[src/rtl/risc_v_alu_arbiter_pkg.sv]
// Shared RV32 ALU decode definitions: instruction type, match patterns,
// operation decode and the registered response record.
package risc_v_alu_arbiter_pkg;

    typedef logic [31:0] instruction_t;

    localparam logic [31:0] MASK_R  = 32'hFE00_707F;
    localparam logic [31:0] MASK_U  = 32'h0000_007F;

    localparam logic [31:0] M_ADD   = 32'h0000_0033;
    localparam logic [31:0] M_SUB   = 32'h4000_0033;
    localparam logic [31:0] M_SLL   = 32'h0000_1033;
    localparam logic [31:0] M_SLT   = 32'h0000_2033;
    localparam logic [31:0] M_SLTU  = 32'h0000_3033;
    localparam logic [31:0] M_XOR   = 32'h0000_4033;
    localparam logic [31:0] M_SRL   = 32'h0000_5033;
    localparam logic [31:0] M_SRA   = 32'h4000_5033;
    localparam logic [31:0] M_OR    = 32'h0000_6033;
    localparam logic [31:0] M_AND   = 32'h0000_7033;
    localparam logic [31:0] M_LUI   = 32'h0000_0037;
    localparam logic [31:0] M_AUIPC = 32'h0000_0017;

    // Marker value the ALU drives for anything it cannot execute.
    localparam logic [31:0] ILLEGAL_RESULT = 32'hDEAD_BEEF;

    typedef enum logic [3:0] {
        OP_ADD,
        OP_SUB,
        OP_SLL,
        OP_SLT,
        OP_SLTU,
        OP_XOR,
        OP_SRL,
        OP_SRA,
        OP_OR,
        OP_AND,
        OP_LUI,
        OP_AUIPC,
        OP_ILLEGAL
    } alu_op_e;

    typedef struct packed {
        logic [31:0] result;
        logic        zero;
        logic        illegal;
    } alu_rsp_t;

    function automatic alu_op_e alu_decode(input instruction_t instr);
        alu_op_e op;
        op = OP_ILLEGAL;
        if      ((instr & MASK_R) == M_ADD)   op = OP_ADD;
        else if ((instr & MASK_R) == M_SUB)   op = OP_SUB;
        else if ((instr & MASK_R) == M_SLL)   op = OP_SLL;
        else if ((instr & MASK_R) == M_SLT)   op = OP_SLT;
        else if ((instr & MASK_R) == M_SLTU)  op = OP_SLTU;
        else if ((instr & MASK_R) == M_XOR)   op = OP_XOR;
        else if ((instr & MASK_R) == M_SRL)   op = OP_SRL;
        else if ((instr & MASK_R) == M_SRA)   op = OP_SRA;
        else if ((instr & MASK_R) == M_OR)    op = OP_OR;
        else if ((instr & MASK_R) == M_AND)   op = OP_AND;
        else if ((instr & MASK_U) == M_LUI)   op = OP_LUI;
        else if ((instr & MASK_U) == M_AUIPC) op = OP_AUIPC;
        return op;
    endfunction

    function automatic logic alu_op_legal(input instruction_t instr);
        return alu_decode(instr) != OP_ILLEGAL;
    endfunction

endpackage

[src/rtl/risc_v_alu.sv]
// Combinational RV32 integer ALU. This standalone unit has no register-file
// port: operand values are the rs1/rs2 index fields, zero-extended.
module risc_v_alu
    import risc_v_alu_arbiter_pkg::*;
(
    input  logic         enable,
    input  instruction_t instr,
    input  logic [31:0]  pc,
    output logic [31:0]  result,
    output logic         zero
);

    logic        [31:0] op_a;
    logic        [31:0] op_b;
    logic signed [31:0] op_a_s;
    logic signed [31:0] op_b_s;
    logic        [4:0]  shamt;
    logic        [31:0] imm_u;

    assign op_a   = {27'b0, instr[19:15]};
    assign op_b   = {27'b0, instr[24:20]};
    assign op_a_s = op_a;
    assign op_b_s = op_b;
    assign shamt  = op_b[4:0];
    assign imm_u  = {instr[31:12], 12'b0};

    always_comb begin
        result = '0;
        if (enable) begin
            case (alu_decode(instr))
                OP_ADD:   result = op_a + op_b;
                OP_SUB:   result = op_a - op_b;
                OP_SLL:   result = op_a << shamt;
                OP_SLT:   result = {31'b0, op_a_s < op_b_s};
                OP_SLTU:  result = {31'b0, op_a < op_b};
                OP_XOR:   result = op_a ^ op_b;
                OP_SRL:   result = op_a >> shamt;
                OP_SRA:   result = op_a_s >>> shamt;
                OP_OR:    result = op_a | op_b;
                OP_AND:   result = op_a & op_b;
                OP_LUI:   result = imm_u;
                OP_AUIPC: result = pc + imm_u;
                default:  result = ILLEGAL_RESULT;
            endcase
        end
    end

    assign zero = enable && (result == '0);

endmodule

[src/rtl/risc_v_alu_arbiter.sv]
// Round-robin issue controller sharing one risc_v_alu between NUM_REQ
// requesters, with a single backpressured response slot.
module risc_v_alu_arbiter
    import risc_v_alu_arbiter_pkg::*;
#(
    parameter int NUM_REQ = 4,
    parameter int IDW     = $clog2(NUM_REQ),
    parameter int CNT_W   = 16
) (
    input  logic                 clk,
    input  logic                 reset,
    input  logic [NUM_REQ-1:0]   req_valid,
    output logic [NUM_REQ-1:0]   req_ready,
    input  instruction_t         req_instr [NUM_REQ],
    input  logic [31:0]          req_pc    [NUM_REQ],
    output logic                 rsp_valid,
    input  logic                 rsp_ready,
    output logic [IDW-1:0]       rsp_id,
    output logic [31:0]          rsp_result,
    output logic                 rsp_zero,
    output logic                 rsp_illegal,
    output logic [CNT_W-1:0]     illegal_count
);

    // Returns {found, index} of the first valid bit scanning upward from ptr.
    function automatic logic [IDW:0] rr_pick(input logic [NUM_REQ-1:0] valid,
                                             input logic [IDW-1:0]     ptr);
        logic [IDW:0]   pick;
        logic [IDW-1:0] idx_v;
        int             idx;
        pick = '0;
        for (int k = NUM_REQ - 1; k >= 0; k--) begin
            idx   = (int'(ptr) + k) % NUM_REQ;
            idx_v = idx[IDW-1:0];
            if (valid[idx_v]) pick = {1'b1, idx_v};
        end
        return pick;
    endfunction

    function automatic logic [CNT_W-1:0] sat_inc(input logic [CNT_W-1:0] cnt);
        return (&cnt) ? cnt : cnt + CNT_W'(1);
    endfunction

    logic               vld_p1;
    logic [IDW-1:0]     id_p1;
    alu_rsp_t           rsp_p1;
    logic [IDW-1:0]     rr_ptr;
    logic [CNT_W-1:0]   illegal_cnt;

    logic               issue_en;
    logic [IDW:0]       pick;
    logic               found;
    logic [IDW-1:0]     grant;
    logic               fire;
    logic [IDW-1:0]     next_ptr;

    instruction_t       alu_instr;
    logic [31:0]        alu_pc;
    logic [31:0]        alu_result;
    logic               alu_zero;

    // Stage p0: arbitration and combinational ALU drive
    assign issue_en = !vld_p1 || rsp_ready;
    assign pick     = rr_pick(req_valid, rr_ptr);
    assign found    = pick[IDW];
    assign grant    = pick[IDW-1:0];
    assign fire     = issue_en && found;
    assign next_ptr = (grant == IDW'(NUM_REQ - 1)) ? '0 : grant + IDW'(1);

    always_comb begin
        req_ready = '0;
        alu_instr = '0;
        alu_pc    = '0;
        if (fire) begin
            req_ready[grant] = 1'b1;
            alu_instr        = req_instr[grant];
            alu_pc           = req_pc[grant];
        end
    end

    risc_v_alu u_alu (
        .enable (fire),
        .instr  (alu_instr),
        .pc     (alu_pc),
        .result (alu_result),
        .zero   (alu_zero)
    );

    // Stage p1: response slot, pointer and illegal counter
    always_ff @(posedge clk) begin
        if (reset) begin
            vld_p1      <= 1'b0;
            id_p1       <= '0;
            rsp_p1      <= '0;
            rr_ptr      <= '0;
            illegal_cnt <= '0;
        end else if (fire) begin
            vld_p1         <= 1'b1;
            id_p1          <= grant;
            rsp_p1.result  <= alu_result;
            rsp_p1.zero    <= alu_zero;
            rsp_p1.illegal <= !alu_op_legal(alu_instr);
            rr_ptr         <= next_ptr;
            if (!alu_op_legal(alu_instr)) illegal_cnt <= sat_inc(illegal_cnt);
        end else if (rsp_ready) begin
            vld_p1 <= 1'b0;
        end
    end

    assign rsp_valid     = vld_p1;
    assign rsp_id        = id_p1;
    assign rsp_result    = rsp_p1.result;
    assign rsp_zero      = rsp_p1.zero;
    assign rsp_illegal   = rsp_p1.illegal;
    assign illegal_count = illegal_cnt;

endmodule

[config.mk]
export PLATFORM = sky130hd
export DESIGN_NAME = risc_v_alu_arbiter
export DESIGN_NICKNAME = d
export VERILOG_FILES = /design/src/rtl/risc_v_alu_arbiter_pkg.sv /design/src/rtl/risc_v_alu.sv /design/src/rtl/risc_v_alu_arbiter.sv
export SDC_FILE = /design/constraint.sdc
export NUM_CORES = 1
export LEC_CHECK = 0
export CAP_MARGIN = 20
export CORE_MARGIN = 2
export CORE_UTILIZATION = 45
export CTS_CLUSTER_DIAMETER = 120
export CTS_CLUSTER_SIZE = 12
export DETAILED_ROUTE_END_ITERATION = 12
export HOLD_SLACK_MARGIN = 0.02
export PLACE_DENSITY = 0.86
export SETUP_SLACK_MARGIN = 0.15
export SLEW_MARGIN = 20
export SYNTH_ARGS = -nofsm -noshare
export SYNTH_HDL_FRONTEND = slang
export SYNTH_SLANG_ARGS = --single-unit
export TNS_END_PERCENT = 20
[constraint.sdc]
create_clock -name clk -period 9.7 [get_ports clk]
set_clock_uncertainty 0.2 [all_clocks]
set_input_delay 1.94 -clock clk [delete_from_list [all_inputs] [get_ports clk]]
set_output_delay 1.94 -clock clk [all_outputs]
set_load 0.03 [all_outputs]
==> flow_results.xml <==
<?xml version="1.0" encoding="UTF-8"?>
<metrics>
  <group name="sta">
    <metric name="post-route-period-util" unit="">0.8963</metric>
    <metric name="timing.final.max_slew_violations" unit="">0</metric>
    <metric name="final.setup.tns" unit="ns">0</metric>
    <metric name="timing.slew.headroom" unit="">0.3015</metric>
    <metric name="hold_violations" unit="">0</metric>
    <metric name="clock_period_minus_worst_slack" unit="ns">8.694</metric>
    <metric name="final-setup-viol-count" unit="">0</metric>
    <metric name="maxClockFrequency" unit="MHz">115.0</metric>
    <metric name="grt_setup_unrepaired" unit="">no</metric>
    <metric name="worstMarginPinSlew" unit="ns">1.040</metric>
  </group>
  <group name="clocking">
    <metric name="cts.path.max_buffers" unit="">2</metric>
    <metric name="post_cts_setup_driven_buffer_insertion_count" unit="">0</metric>
    <metric name="cts_repair_resize_count" unit="">0</metric>
    <metric name="ctsHtreeMaxLevel" unit="">2</metric>
    <metric name="clk_pin_slew" unit="ns">0.07</metric>
    <metric name="worst_skew_pair_latency" unit="ns">0.30</metric>
    <metric name="cts.root.buffer_cell" unit="">clkbuf_16</metric>
    <metric name="post_cts_hold_buffer_count" unit="">0</metric>
    <metric name="numCtsBuffers" unit="">5</metric>
    <metric name="tritoncts_clock_tree" unit="">done</metric>
    <metric name="cts_num_sinks" unit="">55</metric>
  </group>
  <group name="synthesis">
    <metric name="netlist_top_cells_area" unit="">dfxtp_1 (14%), nand2_1 (12%), ha_1 (6.4%)</metric>
    <metric name="yosysWarnings" unit="">0</metric>
    <metric name="dominant_synthesized_flop_cell" unit="">dfxtp_1</metric>
    <metric name="unique_masters_post_synth" unit="">79</metric>
    <metric name="cell_with_the_most_instances_after_synthesis" unit="">nand2_1</metric>
    <metric name="yosysTopAreaCellShare" unit="">0.1413</metric>
    <metric name="netlist_area_before_placement" unit="µm²">7790</metric>
    <metric name="synthesis.nets" unit="">1505</metric>
    <metric name="yosysSeqAreaShare" unit="">0.1413</metric>
    <metric name="synth_edf_count" unit="">0</metric>
    <metric name="synth.ff_latch_count" unit="">55</metric>
    <metric name="asr_flop_ratio_synth" unit="">0</metric>
    <metric name="synthTopCellsByCount" unit="">nand2_1 (242), nand3_1 (83), nor2_1 (81)</metric>
    <metric name="per_instance_average_area_after_synthesis" unit="µm²">6.497</metric>
    <metric name="cell_accounting_for_the_most_synthesized_area" unit="">dfxtp_1</metric>
    <metric name="synthesized_instance_count" unit="">1199</metric>
  </group>
  <group name="worst_setup_path">
    <metric name="critical_path_peak_fanout" unit="">35</metric>
    <metric name="startpoint_kind_of_the_worst_setup_timing_path" unit="">input port</metric>
    <metric name="worst-r2r-setup-slack" unit="ns">2.94</metric>
    <metric name="launching_element_of_the_worst_setup_path" unit="">req_valid[1]</metric>
    <metric name="arrival" unit="ns">8.74</metric>
    <metric name="rr_endpoint" unit="">rsp_zero</metric>
    <metric name="critical_path.endpoint" unit="">rsp_zero</metric>
    <metric name="r2r-start" unit="">rr_ptr[0]</metric>
    <metric name="timing.critical_path.to_type" unit="">register</metric>
    <metric name="path_class" unit="">input port to register</metric>
    <metric name="worst_r2r_path_depth" unit="">25</metric>
    <metric name="worstPathRequired" unit="ns">9.74</metric>
  </group>
  <group name="finish">
    <metric name="n_fill_cell" unit="">1604</metric>
    <metric name="sequential_cell_area" unit="µm²">1101</metric>
    <metric name="multi_input_logic_area" unit="µm²">6195</metric>
    <metric name="finalNonFillerCells" unit="">1668</metric>
    <metric name="insertedDiodeCount" unit="">0</metric>
    <metric name="fraction_of_layout_cells_with_a_size_suffix_above_1" unit="">0.04920</metric>
    <metric name="finalNetCount" unit="">1748</metric>
    <metric name="area_growth_syn_to_layout" unit="%">41.95</metric>
  </group>
  <group name="placement">
    <metric name="post-dp-hpwl" unit="µm">25790</metric>
    <metric name="dp.cells" unit="">1660</metric>
    <metric name="port_buffers" unit="">299</metric>
    <metric name="finalWeightedCongestion" unit="">1.015</metric>
  </group>
  <group name="die">
    <metric name="core" unit="µm²">17120</metric>
    <metric name="die_h" unit="µm">135.6</metric>
    <metric name="initial_core_util" unit="">0.4551</metric>
    <metric name="die_area" unit="µm²">18380</metric>
    <metric name="io-pin-count" unit="">320</metric>
    <metric name="row_count" unit="">48</metric>
    <metric name="dieWidth" unit="µm">135.6</metric>
  </group>
  <group name="grt">
    <metric name="grtUsageTotal" unit="">0.3434</metric>
    <metric name="grt_first_pass_wirelength" unit="µm">50330</metric>
    <metric name="grt_max_degree" unit="">78</metric>
    <metric name="antenna_violations_before_repair" unit="">0</metric>
    <metric name="vias_in_the_first_global_route" unit="">9680</metric>
    <metric name="overflow" unit="">0</metric>
  </group>
  <group name="pwr">
    <metric name="max-vdd-ir-drop" unit="mV">0.09380</metric>
    <metric name="power_per_cell_area" unit="nW/µm²">155.5</metric>
    <metric name="cellLeakagePower" unit="µW">0.004292</metric>
  </group>
  <group name="detailed_routing">
    <metric name="via_count" unit="">10361</metric>
    <metric name="routedWlPerCell" unit="µm">20.15</metric>
    <metric name="drt_iter0_drc" unit="">1020</metric>
    <metric name="drc" unit="">0</metric>
    <metric name="detailedRoute.firstPassIterationCount" unit="">5</metric>
    <metric name="routed_via_density" unit="">6.212</metric>
    <metric name="ant_nets" unit="">0</metric>
    <metric name="totalWireLength" unit="µm">33620</metric>
  </group>
  <group name="status">
    <metric name="run_status" unit="">finished, final reports clean</metric>
  </group>
  <group name="worst_hold_path">
    <metric name="worst_hold_path_type" unit="">register to register</metric>
  </group>
  <group name="job">
    <metric name="total_of_max_cap_violations" unit="">0</metric>
  </group>
</metrics>
## routing by layer
| layer | GRT usage | wire length (µm) |
|---|---|---|
| met2 | 0.5887 | 15470 |
| met5 | 0 | 0 |
| met1 | 0.4126 | 13000 |
| met3 | 0.06734 | 3462 |
| met4 | 0.1597 | 1681 |
## where the power goes
| part | total (µW) | leakage, µW | switching (µW) | internal [µW] |
|---|---|---|---|---|
| clock | 188 | 0.0000759 | 89.2 | 98.7 |
| combinational | 1280 | 0.00376 | 789 | 491 |
| sequential | 252 | 0.000454 | 10.9 | 241 |
## cells in the final DEF (no fill, tap or decap), drive strengths merged, types with 7 or more instances in the layout
cell type and count:
nand2 243, clkdlybuf4s50 299, nand2b 28, nor3 43, a21o 9, o221a 7
a211oi 39, xnor2 21, a31oi 15, and2 18, and3 33, nor4 47
xor2 10, nor2b 8, or3 10, a311oi 21, nor2 81, buf 28
a32o 7, nand4 11, a21oi 65, ha 40, nand3 84, o211ai 9
inv 33, dfxtp 55, o21ai 61, a32oi 21, mux2i 10
## registers in the layout (all words and copies together) (netlist names)
signal         count
rsp_zero           1
rsp_id             2
rsp_illegal        1
rsp_valid          1
illegal_count     16
rsp_result        32
rr_ptr             2
## layout make-up
cell class / instances / area share
Clock buffer: 5 / 0.01131
Clock inverter: 3 / 0.002602
Inverter: 33 / 0.01120
Multi-Input combinational cell: 1020 / 0.5602
Sequential cell: 55 / 0.09957
Tap cell: 225 / 0.02546
Timing Repair Buffer: 327 / 0.2897
## cell families after synthesis
| logic type | share of synthesized area |
|---|---|
| AOI/OAI and AO/OA | 0.2872 |
| xor gates and xnor gates | 0.03485 |
| adders and majority gates | 0.07196 |
| buffers and inverters | 0.06874 |
| DFF | 0.1413 |
| muxes | 0.01430 |
| and+or+nand+nor | 0.3816 |
## how the worst min path moves through the flow
stage	from	to	slack, ns	cells after the start
after floorplan	rr_ptr[0]	rr_ptr[0]	0.28	2
after global placement	rsp_illegal	rsp_illegal	0.24	2
after detailed placement	rsp_id[1]	rsp_id[1]	0.25	2
after CTS	rsp_id[1]	rsp_id[1]	0.26	2
after global routing	rsp_id[1]	rsp_id[1]	0.28	2
final	rsp_id[1]	rsp_id[1]	0.26	2
## critical path: stages
cell and delay (ns):
clkdlybuf4s50_1 0.53, nor2b_1 0.49, a211o_1 0.68, nand2_4 0.07, inv_2 0.49, a32oi_1 0.20, buf_4 0.21, nand2_1 0.06
buf_4 0.22, inv_1 0.18, ha_1 0.29, fa_1 0.41, a21oi_1 0.24, o211ai_1 0.19, a2111oi_0 0.73, o21ai_0 0.25
xnor2_1 0.18, nor2_1 0.05, a21oi_1 0.13, nor2_1 0.07, a21oi_1 0.24, and4_1 0.24, nand4_1 0.09, nor4_1 0.34
a31o_1 0.18
## per-stage QoR
step	utilization	hold WS [ns]	cell area, µm²	setup slack [ns]	total power [µW]
floorplan	-	0.2818	7790	2.217	1098
global placement	0.6371	0.2420	10900	0.8583	1489
detailed placement	0.6371	0.2484	10900	0.8802	1499
CTS	0.6461	0.2592	11060	1.159	1688
global route	0.6461	0.2763	11060	0.4535	1827
finish	0.6461	0.2560	11060	1.006	1720
(Power assumes the default switching activity.)
